[src/rtl/csc_pkg.sv]
// Shared types and constants for the RGB-to-luma conversion stage and
// the raster position helpers it uses.
package csc_pkg;

    // One RGB888 pixel as it arrives on data_m: {R, G, B}.
    typedef struct packed {
        logic [7:0] r;
        logic [7:0] g;
        logic [7:0] b;
    } rgb888_t;

    // 8-bit luma sample.
    typedef logic [7:0] luma_t;

    // Rounding constant added before dropping the Q0.8 fraction.
    localparam int LUMA_ROUND = 128;
    localparam int LUMA_SHIFT = 8;

    // Default BT.601-style weights in Q0.8; they sum to 256.
    localparam int DEF_COEF_R = 77;
    localparam int DEF_COEF_G = 150;
    localparam int DEF_COEF_B = 29;

    // Default raster geometry.
    localparam int DEF_IMAGE_WIDTH  = 1920;
    localparam int DEF_IMAGE_HEIGHT = 1080;

    // Counter width for a range of n values; never narrower than 1 bit.
    function automatic int cnt_width(input int n);
        return (n <= 1) ? 1 : $clog2(n);
    endfunction

endpackage

[src/rtl/rgb2y_csc_raster_pos_cnt.sv]
// raster_pos_cnt: x/y raster position counters with end-of-line and
// end-of-frame wrap. sof/eol describe the position the next advance
// consumes, so a caller samples them together with its advance enable.
module raster_pos_cnt
    import csc_pkg::*;
#(
    parameter int IMAGE_WIDTH  = DEF_IMAGE_WIDTH,
    parameter int IMAGE_HEIGHT = DEF_IMAGE_HEIGHT,
    localparam int XW = cnt_width(IMAGE_WIDTH),
    localparam int YW = cnt_width(IMAGE_HEIGHT)
) (
    input  logic          clk,
    input  logic          rst,
    input  logic          i_adv,
    output logic [XW-1:0] o_x,
    output logic [YW-1:0] o_y,
    output logic          o_sof,
    output logic          o_eol
);

    localparam logic [XW-1:0] X_LAST = XW'(IMAGE_WIDTH - 1);
    localparam logic [YW-1:0] Y_LAST = YW'(IMAGE_HEIGHT - 1);

    logic [XW-1:0] r_x;
    logic [YW-1:0] r_y;
    logic          w_x_last;
    logic          w_y_last;

    assign w_x_last = (r_x == X_LAST);
    assign w_y_last = (r_y == Y_LAST);

    assign o_x   = r_x;
    assign o_y   = r_y;
    assign o_sof = (r_x == '0) && (r_y == '0);
    assign o_eol = w_x_last;

    // Step the position on each advance; wrap x per line and y per frame
    // so consecutive frames follow each other without a gap.
    always_ff @(posedge clk) begin
        if (rst) begin
            r_x <= '0;
            r_y <= '0;
        end else if (i_adv) begin
            if (w_x_last) begin
                r_x <= '0;
                if (w_y_last) begin
                    r_y <= '0;
                end else begin
                    r_y <= r_y + 1'b1;
                end
            end else begin
                r_x <= r_x + 1'b1;
            end
        end
    end

endmodule

[src/rtl/rgb2y_csc.sv]
// rgb2y_csc: RGB888 to 8-bit luma conversion feeding the Sobel line
// buffers. Three-stage pipeline (multiply, sum+round, truncate) that
// stalls as a whole when the output is held. sof/eol are computed at
// acceptance and travel with each pixel.
// Optional build macro CSC_DBG_RGB_EN adds dbg_rgb_s, the original RGB
// of the pixel currently on data_s.
//
// Handshake: a transfer happens on a rising edge where valid and ready
// are both high. ready_m is combinational (~valid_s | ready_s); while
// valid_s is high and ready_s low, data_s/sof_s/eol_s are held.
module rgb2y_csc
    import csc_pkg::*;
#(
    parameter int IMAGE_WIDTH  = DEF_IMAGE_WIDTH,
    parameter int IMAGE_HEIGHT = DEF_IMAGE_HEIGHT,
    parameter int COEF_R       = DEF_COEF_R,
    parameter int COEF_G       = DEF_COEF_G,
    parameter int COEF_B       = DEF_COEF_B
) (
    input  logic        clk,
    input  logic        rst,
    input  logic [23:0] data_m,
    input  logic        valid_m,
    output logic        ready_m,
    output logic [7:0]  data_s,
    output logic        valid_s,
    input  logic        ready_s,
    output logic        sof_s,
    output logic        eol_s
`ifdef CSC_DBG_RGB_EN
    ,
    output logic [23:0] dbg_rgb_s
`endif
);

    localparam int XW = cnt_width(IMAGE_WIDTH);
    localparam int YW = cnt_width(IMAGE_HEIGHT);

    rgb888_t       w_pix;
    logic          w_adv;
    logic          w_acc;
    logic          w_sof;
    logic          w_eol;
    logic [XW-1:0] w_x_unused;
    logic [YW-1:0] w_y_unused;
    logic          w_sum_unused;

    // Stage 1: weighted products.
    logic          r_v1;
    logic [15:0]   r_pr;
    logic [15:0]   r_pg;
    logic [15:0]   r_pb;
    logic          r_sof1;
    logic          r_eol1;

    // Stage 2: rounded sum.
    logic          r_v2;
    logic [16:0]   r_sum;
    logic          r_sof2;
    logic          r_eol2;

    // Stage 3: output register.
    logic          r_v3;
    luma_t         r_y;
    logic          r_sof3;
    logic          r_eol3;

    assign w_pix   = data_m;
    // The whole pipe moves when the output slot is empty or being taken.
    assign w_adv   = ~r_v3 | ready_s;
    assign ready_m = w_adv;
    assign w_acc   = valid_m & w_adv;

    raster_pos_cnt #(
        .IMAGE_WIDTH  (IMAGE_WIDTH),
        .IMAGE_HEIGHT (IMAGE_HEIGHT)
    ) u_pos (
        .clk   (clk),
        .rst   (rst),
        .i_adv (w_acc),
        .o_x   (w_x_unused),
        .o_y   (w_y_unused),
        .o_sof (w_sof),
        .o_eol (w_eol)
    );

    // Stage 1: multiply each channel by its weight; markers are gated
    // with valid so a bubble never carries a stray sof/eol.
    always_ff @(posedge clk) begin
        if (rst) begin
            r_v1   <= 1'b0;
            r_pr   <= '0;
            r_pg   <= '0;
            r_pb   <= '0;
            r_sof1 <= 1'b0;
            r_eol1 <= 1'b0;
        end else if (w_adv) begin
            r_v1   <= valid_m;
            r_pr   <= 16'(w_pix.r) * 16'(COEF_R);
            r_pg   <= 16'(w_pix.g) * 16'(COEF_G);
            r_pb   <= 16'(w_pix.b) * 16'(COEF_B);
            r_sof1 <= valid_m & w_sof;
            r_eol1 <= valid_m & w_eol;
        end
    end

    // Stage 2: sum the products plus half an LSB for round-to-nearest.
    always_ff @(posedge clk) begin
        if (rst) begin
            r_v2   <= 1'b0;
            r_sum  <= '0;
            r_sof2 <= 1'b0;
            r_eol2 <= 1'b0;
        end else if (w_adv) begin
            r_v2   <= r_v1;
            r_sum  <= 17'(r_pr) + 17'(r_pg) + 17'(r_pb) + 17'(LUMA_ROUND);
            r_sof2 <= r_sof1;
            r_eol2 <= r_eol1;
        end
    end

    // Stage 3: drop the fraction. Weights sum to 256 so the sum tops out
    // at 65408 and bit 16 can never be set; no saturation needed.
    always_ff @(posedge clk) begin
        if (rst) begin
            r_v3   <= 1'b0;
            r_y    <= '0;
            r_sof3 <= 1'b0;
            r_eol3 <= 1'b0;
        end else if (w_adv) begin
            r_v3   <= r_v2;
            r_y    <= r_sum[LUMA_SHIFT +: 8];
            r_sof3 <= r_sof2;
            r_eol3 <= r_eol2;
        end
    end

    assign w_sum_unused = ^{r_sum[16], r_sum[LUMA_SHIFT-1:0]};

    assign data_s  = r_y;
    assign valid_s = r_v3;
    assign sof_s   = r_sof3;
    assign eol_s   = r_eol3;

`ifdef CSC_DBG_RGB_EN
    logic [23:0] r_rgb1;
    logic [23:0] r_rgb2;
    logic [23:0] r_rgb3;

    // Carry the source RGB alongside the luma through the same stages.
    always_ff @(posedge clk) begin
        if (rst) begin
            r_rgb1 <= '0;
            r_rgb2 <= '0;
            r_rgb3 <= '0;
        end else if (w_adv) begin
            r_rgb1 <= data_m;
            r_rgb2 <= r_rgb1;
            r_rgb3 <= r_rgb2;
        end
    end

    assign dbg_rgb_s = r_rgb3;
`endif

endmodule
[config.mk]
export PLATFORM = sky130hd
export DESIGN_NAME = rgb2y_csc
export DESIGN_NICKNAME = d
export VERILOG_FILES = /design/src/rtl/csc_pkg.sv /design/src/rtl/rgb2y_csc_raster_pos_cnt.sv /design/src/rtl/rgb2y_csc.sv
export SDC_FILE = /design/constraint.sdc
export NUM_CORES = 1
export LEC_CHECK = 0
export ABC_AREA = 1
export ABC_CLOCK_PERIOD_IN_PS = 3600
export BUFFER_PORTS_ARGS = -buffer_cell sky130_fd_sc_hd__clkbuf_2
export CORE_MARGIN = 10
export CORE_UTILIZATION = 50
export DETAILED_ROUTE_END_ITERATION = 10
export PLACE_DENSITY_LB_ADDON = 0.25
export SKIP_CTS_REPAIR_TIMING = 1
export SYNTH_ARGS = -nofsm -noshare
export SYNTH_HDL_FRONTEND = slang
export SYNTH_HIERARCHICAL = 1
export SYNTH_SLANG_ARGS = --single-unit
[constraint.sdc]
create_clock -name clk -period 3.6 [get_ports clk]
set_clock_uncertainty 0.1 [all_clocks]
set_input_delay 0.36 -clock clk [delete_from_list [all_inputs] [get_ports clk]]
set_output_delay 0.36 -clock clk [all_outputs]
set_load 0.005 [all_outputs]
Word-level counts from Yosys, hierarchy flattened
Cells that the tools add are included.

cells by class
  equal/unequal tests = 2
  add/sub/neg operators = 5
  mux-type cells = 2
  bitwise gates (word level) = 5
  reduce and logical (&&, ||, !) cells = 4
  multiply operators = 3

operators with widths
  kind                                                count
  multiplier 8 x 7 -> 15 bit (second input constant)  2
  adder 11 x 1 -> 11 bit (second input constant)      2
  equality test 11 bit (second input constant)        2
  logical NOT 11 bit                                  2
  2-to-1 mux 11 bit                                   2
  adder 15 x 16 -> 16 bit                             1
  adder 16 x 13 -> 16 bit                             1
  adder 16 x 8 -> 16 bit (second input constant)      1
  multiplier 8 x 5 -> 13 bit (second input constant)  1
  AND 1 bit                                           3
  AND reduction 2 bit                                 1
  logical AND 1 bit                                   1
  inverter 1 bit                                      1
  OR 1 bit                                            1

storage, ports and cells
  input bits = 28
  output and inout port bits = 12
  logic and storage cells = 37
  bits in registers = 98

Depth between registers and ports, before layout
  word-level depth = 4
  mapped depth = 17
  mapped depth without buffers = 17

Cells and area by module
The synthesis kept the hierarchy.

modules (own cells, without submodules)
  module          sequential area each (um^2)  area an instance (um^2)  cells each  times used
  rgb2y_csc       1361.3                       6745.2                   909         1
  raster_pos_cnt  440.4                        1281.2                   193         1

Worst setup path before layout
No wires, ideal clock.

  path kind = input port to flip-flop
  start point = in data_m[12]
  end point = reg r_pg[13]
  required time = 3391 ps
  buffers on the path = 0
  arrival time = 3000 ps
  stages on the path = 14
  slack = 391 ps
  setup time = 109 ps
  cells stage by stage = ha_1 ha_1 inv_1 fa_1 fa_1 inv_1 ha_1 a21o_1 o21ai_0 nand3_1 nand2_1 nand3_1 nand2_1 inv_1

between the ends
  longest elaborated chain between the ends = 1

RTL lines
  item                        line              RTL
  from (decl)                 rgb2y_csc.sv:22   input logic [23:0] data_m,
  multiplier 8 x 7 -> 15 bit  rgb2y_csc.sv:100  r_pg <= 16'(w_pix.g) * 16'(COEF_G);
  to (signal assigned)        rgb2y_csc.sv:100
  to (decl)                   rgb2y_csc.sv:51   logic [15:0] r_pg;

Every way passes these cells.
A chain may end at the register's enable or synchronous reset.

Worst setup path after layout
  start point = in data_m[20]
  end point = reg r_pr[12]

between the ends
  longest elaborated chain between the ends = 1

RTL lines
  item                        line             RTL
  multiplier 8 x 7 -> 15 bit  rgb2y_csc.sv:99  r_pr <= 16'(w_pix.r) * 16'(COEF_R);
  to (signal assigned)        rgb2y_csc.sv:99
  to (decl)                   rgb2y_csc.sv:50  logic [15:0] r_pr;

Every way passes these cells.

==> summary by stage <==
Outcome
The run finished with clean final reports.

Power and ir drop
The combinational cell fraction of total power is 56.5%. The switching share of total power is 44.81%. The overall power after layout is 5.359 mW. The peak supply drop is 0.3132 mV. The clock network burns 19.8% of the power.

The switching power is 2.401 mW. The static power due to leakage is 4.890 nW. Dividing total power by cell area gives a power density of 611.3 nW/µm². The internal portion of the total power is 2.958 mW. The sequential power share is 23.7%.

Yosys
The gate count after technology mapping is 1102. The Yosys step of the flow raised 6 warnings. Summing every instance area after synthesis gives 8026 µm².

In this run, distinct cell masters in the synthesized netlist total 38. The number of enable-type register cells in the synthesized netlist is 0. The average instance area after synthesis is 7.284 µm².

Among all flip-flop cells after synthesis, the most frequent one is dfxtp_1. Sequential cells were found to cover 22.45% of the synthesized design area. The count of state elements after synthesis is 90. The share of async-settable or async-resettable flops after synthesis is 0%.

Synthesis produced a netlist with a net count of 1297.

Timing
The post-route worst setup slack is 417.7 ps. The count of endpoints failing setup in the final report is 0. After layout, the worst path uses 88.40% of the clock period. Measured against its own limit, the worst slew margin works out to 43.76%. The minimum clock period after layout is 3182 ps. Setup repair after global routing left no endpoint under its margin. The number of slew-limit violations in the final report is 0. Summed over all failing endpoints, the final setup total negative slack is 0 ps. The maximum achievable frequency is 0.3142 GHz. The actual slew at the worst max-slew pin is 838.4 ps. The final hold slack is 187.9 ps. The hold violation total from the final report is 0.

Route
The detailed-route via count is 6636. The final wirelength is 16.73 mm. In the final routed layout, each cell accounts on average for 12.34 µm. The first-iteration detailed-routing DRC count is 341. After detailed routing, the number of vias per cell comes to 4.894. The length of the first detailed-routing pass in iterations is 7.

After detailed routing, the number of remaining DRC violations is 0. The residual antenna-violating net count after detailed routing is 0.

Cells and area
The final standard cell count with taps included and fillers excluded is 1356. The repair_antennas step left the layout with diodes totalling 0. Relative to the synthesized area, the layout overhead comes to 9.228%. In the final layout, the share of cells above drive strength 1 is 7.456%. The final design area excluding fillers is 8767 µm². The area of the multi-input gates is 5254 µm². The core utilization of the finished layout is 55.39%. The combined flip-flop and latch cell area is 1802 µm². The final layout contains 1330 nets.

Counting the fill cells in the layout gives 1538.

Floorplan
The area of the core is 15830 µm². The horizontal die dimension is 146.7 µm. The die height is 146.7 µm. The overall die area is 21520 µm². 40 I/O pins were placed.

The total number of placement rows is 46. The initial cell density of the core is 50.71%.

GRT
The first global-routing pass estimated 29.81 mm of wire. The number of antenna violations at the first check in global routing is 0. The number of global-route vias before repair is 6508. Entering global routing, the biggest net connects 75 pins. The aggregate global routing overflow is 0. The global-route total usage across every layer is 16.26%.

Clock tree
The clock passes through at most 2 buffers. The total clock buffers created by CTS is 9. The deepest level of the CTS H-tree is 3.

The TritonCTS sink count is 90. The root buffer cell chosen for the clock tree is clkbuf_16. For the worst-skew pair, the clock arrives at the later sink with an insertion delay of 350 ps. After clock tree synthesis, the clock-pin slew on the worst setup and hold paths is 70 ps.

The CTS tree is built.

Setup path
The data arrival time of the worst path is 3330 ps. The worst setup path category is in -> reg. The worst register-to-register path begins at r_pr[10]$_SDFFE_PP0N_.

The largest fanout of any net on the critical path is 4. STA puts the critical path data required time at 3750 ps. The category of the worst setup path capture point is a flip-flop. Among the stages of the critical path, the cell type that occurs most often is nand2_1. The timing startpoint of the critical path is data_m[20]. The delay of the slowest critical-path stage is 510 ps. Traced cell by cell, the critical path runs through clkbuf_2 > ha_1 > ha_1 > inv_1 > fa_1 > fa_1 > inv_1 > ha_1 > nand2_1 > nand2_1 > o21ai_0 > nand3_1 > nand2_1 > nand2_1 > o21bai_1 > inv_1.

STA classifies the critical path startpoint as a primary input. The slowest stage of the critical path is the fa_1 cell.

Place
Routability-driven placement finished with a final weighted congestion of 0.8805. The post-placement worst setup slack is 58.20 ps. The cell count after placement is 1340. The number of buffers inserted by port buffering is 39. The wire-length estimate of the detail-placed layout is 13.37 mm. Summing all placed instances gives a cell area of 8433 µm².

Worst hold path
In this run the most critical hold path is launched from valid_m. The path class of the lowest-slack min-delay path is in -> reg.

Job
The tool flagged a number of max-cap violations equal to 0.
-- cells by family (layout without fill, tap and decap cells) --
kind of cell	count (synthesis)	in the layout	share of synthesized area (%)
buffers and inverters	255	293	12.10
DFF	90	90	22.45
adders and majority gates	167	167	29.59
xor gates and xnor gates	26	26	2.837
and+or+nand+nor	406	406	22.15
AOI/OAI and AO/OA	158	158	10.88
-- layout make-up --
type / count / share of cell area [%]
flip-flops and latches: 90 / 20.55
multi-input cells: 757 / 59.93
clock buffers: 10 / 2.726
well taps: 216 / 3.083
clock inverters: 6 / 1.085
inverters: 233 / 9.976
repair buffers: 44 / 2.654
-- per-layer routing --
metal / wire length, µm / GRT usage, %
met5: 0 / 0
met4: 214 / 3.804
met3: 567 / 3.471
met2: 7781 / 27.13
met1: 8166 / 20.96
-- synthesized netlist by cell type, drive strengths merged (3+ instances only) --
cell	number	area (µm²)
buf	11	55.05
nand3b	5	37.54
clkbuf	11	41.29
nor2	100	419.2
o211ai	7	52.55
xnor2	3	26.28
nand3	78	400.4
nor4	3	18.77
ha	129	1614
nor3	8	61.31
a21o	3	22.52
o21bai	13	97.59
a21boi	3	22.52
fa	38	760.7
dfxtp	90	1802
inv	231	867.1
a21oi	59	302.8
o21ai	70	354.1
nand4	9	56.30
nand2	200	763.2
xor2	23	201.4
-- worst paths after layout --
| path | slack, ps | depth (start not counted) | end |
|---|---|---|---|
| hold / removal | 190 | 3 | r_v1$_SDFFE_PP0N_ |
| hold reg to reg | 350 | 2 | r_v2$_SDFFE_PP0N_ |
| setup / recovery | 420 | 16 | r_pr[12]$_SDFFE_PP0N_ |
| setup reg to reg | 760 | 15 | r_sum[15]$_SDFFE_PP0N_ |
-- critical path: cells and delay by family --
| kind | cells | cell delay [ps] |
|---|---|---|
| buffers and inverters | 4 | 260 |
| AO/OA/AOI/OAI | 2 | 350 |
| adder cells (fa/ha/maj) | 5 | 1910 |
| AND/OR/NAND/NOR | 5 | 440 |
-- state kept, by name (all words and copies together) (netlist names) --
name / count
u_pos/o_x: 11
r_pr: 15
r_v1: 1
valid_s: 1
data_s: 8
r_pb: 13
r_pg: 15
r_sof2: 1
sof_s: 1
r_sof1: 1
r_eol2: 1
u_pos/o_y: 11
r_v2: 1
eol_s: 1
r_eol1: 1
r_sum: 8
-- cells in the final DEF (no fill, tap or decap), types with 9 or more instances in the layout --
| master | n |
|---|---|
| inv_1 | 226 |
| ha_1 | 129 |
| nand4_1 | 9 |
| o21ai_0 | 66 |
| fa_1 | 38 |
| nand3_1 | 76 |
| o21bai_1 | 13 |
| clkbuf_2 | 39 |
| dfxtp_1 | 90 |
| nor2_1 | 92 |
| xor2_1 | 23 |
| a21oi_1 | 57 |
| nand2_1 | 197 |
| clkbuf_16 | 9 |
-- power groups by stage --
| stage | Combinational (mW) | Sequential, mW | Clock, mW |
|---|---|---|---|
| floorplan | 2.37 | 1.27 | 0 |
| global placement | 2.95 | 1.29 | 0 |
| detailed placement | 3.00 | 1.29 | 0 |
| CTS | 3.04 | 1.27 | 1.08 |
| global route | 3.57 | 1.29 | 1.12 |
| finish | 3.03 | 1.27 | 1.06 |
Power figures use the tool's default switching activity.
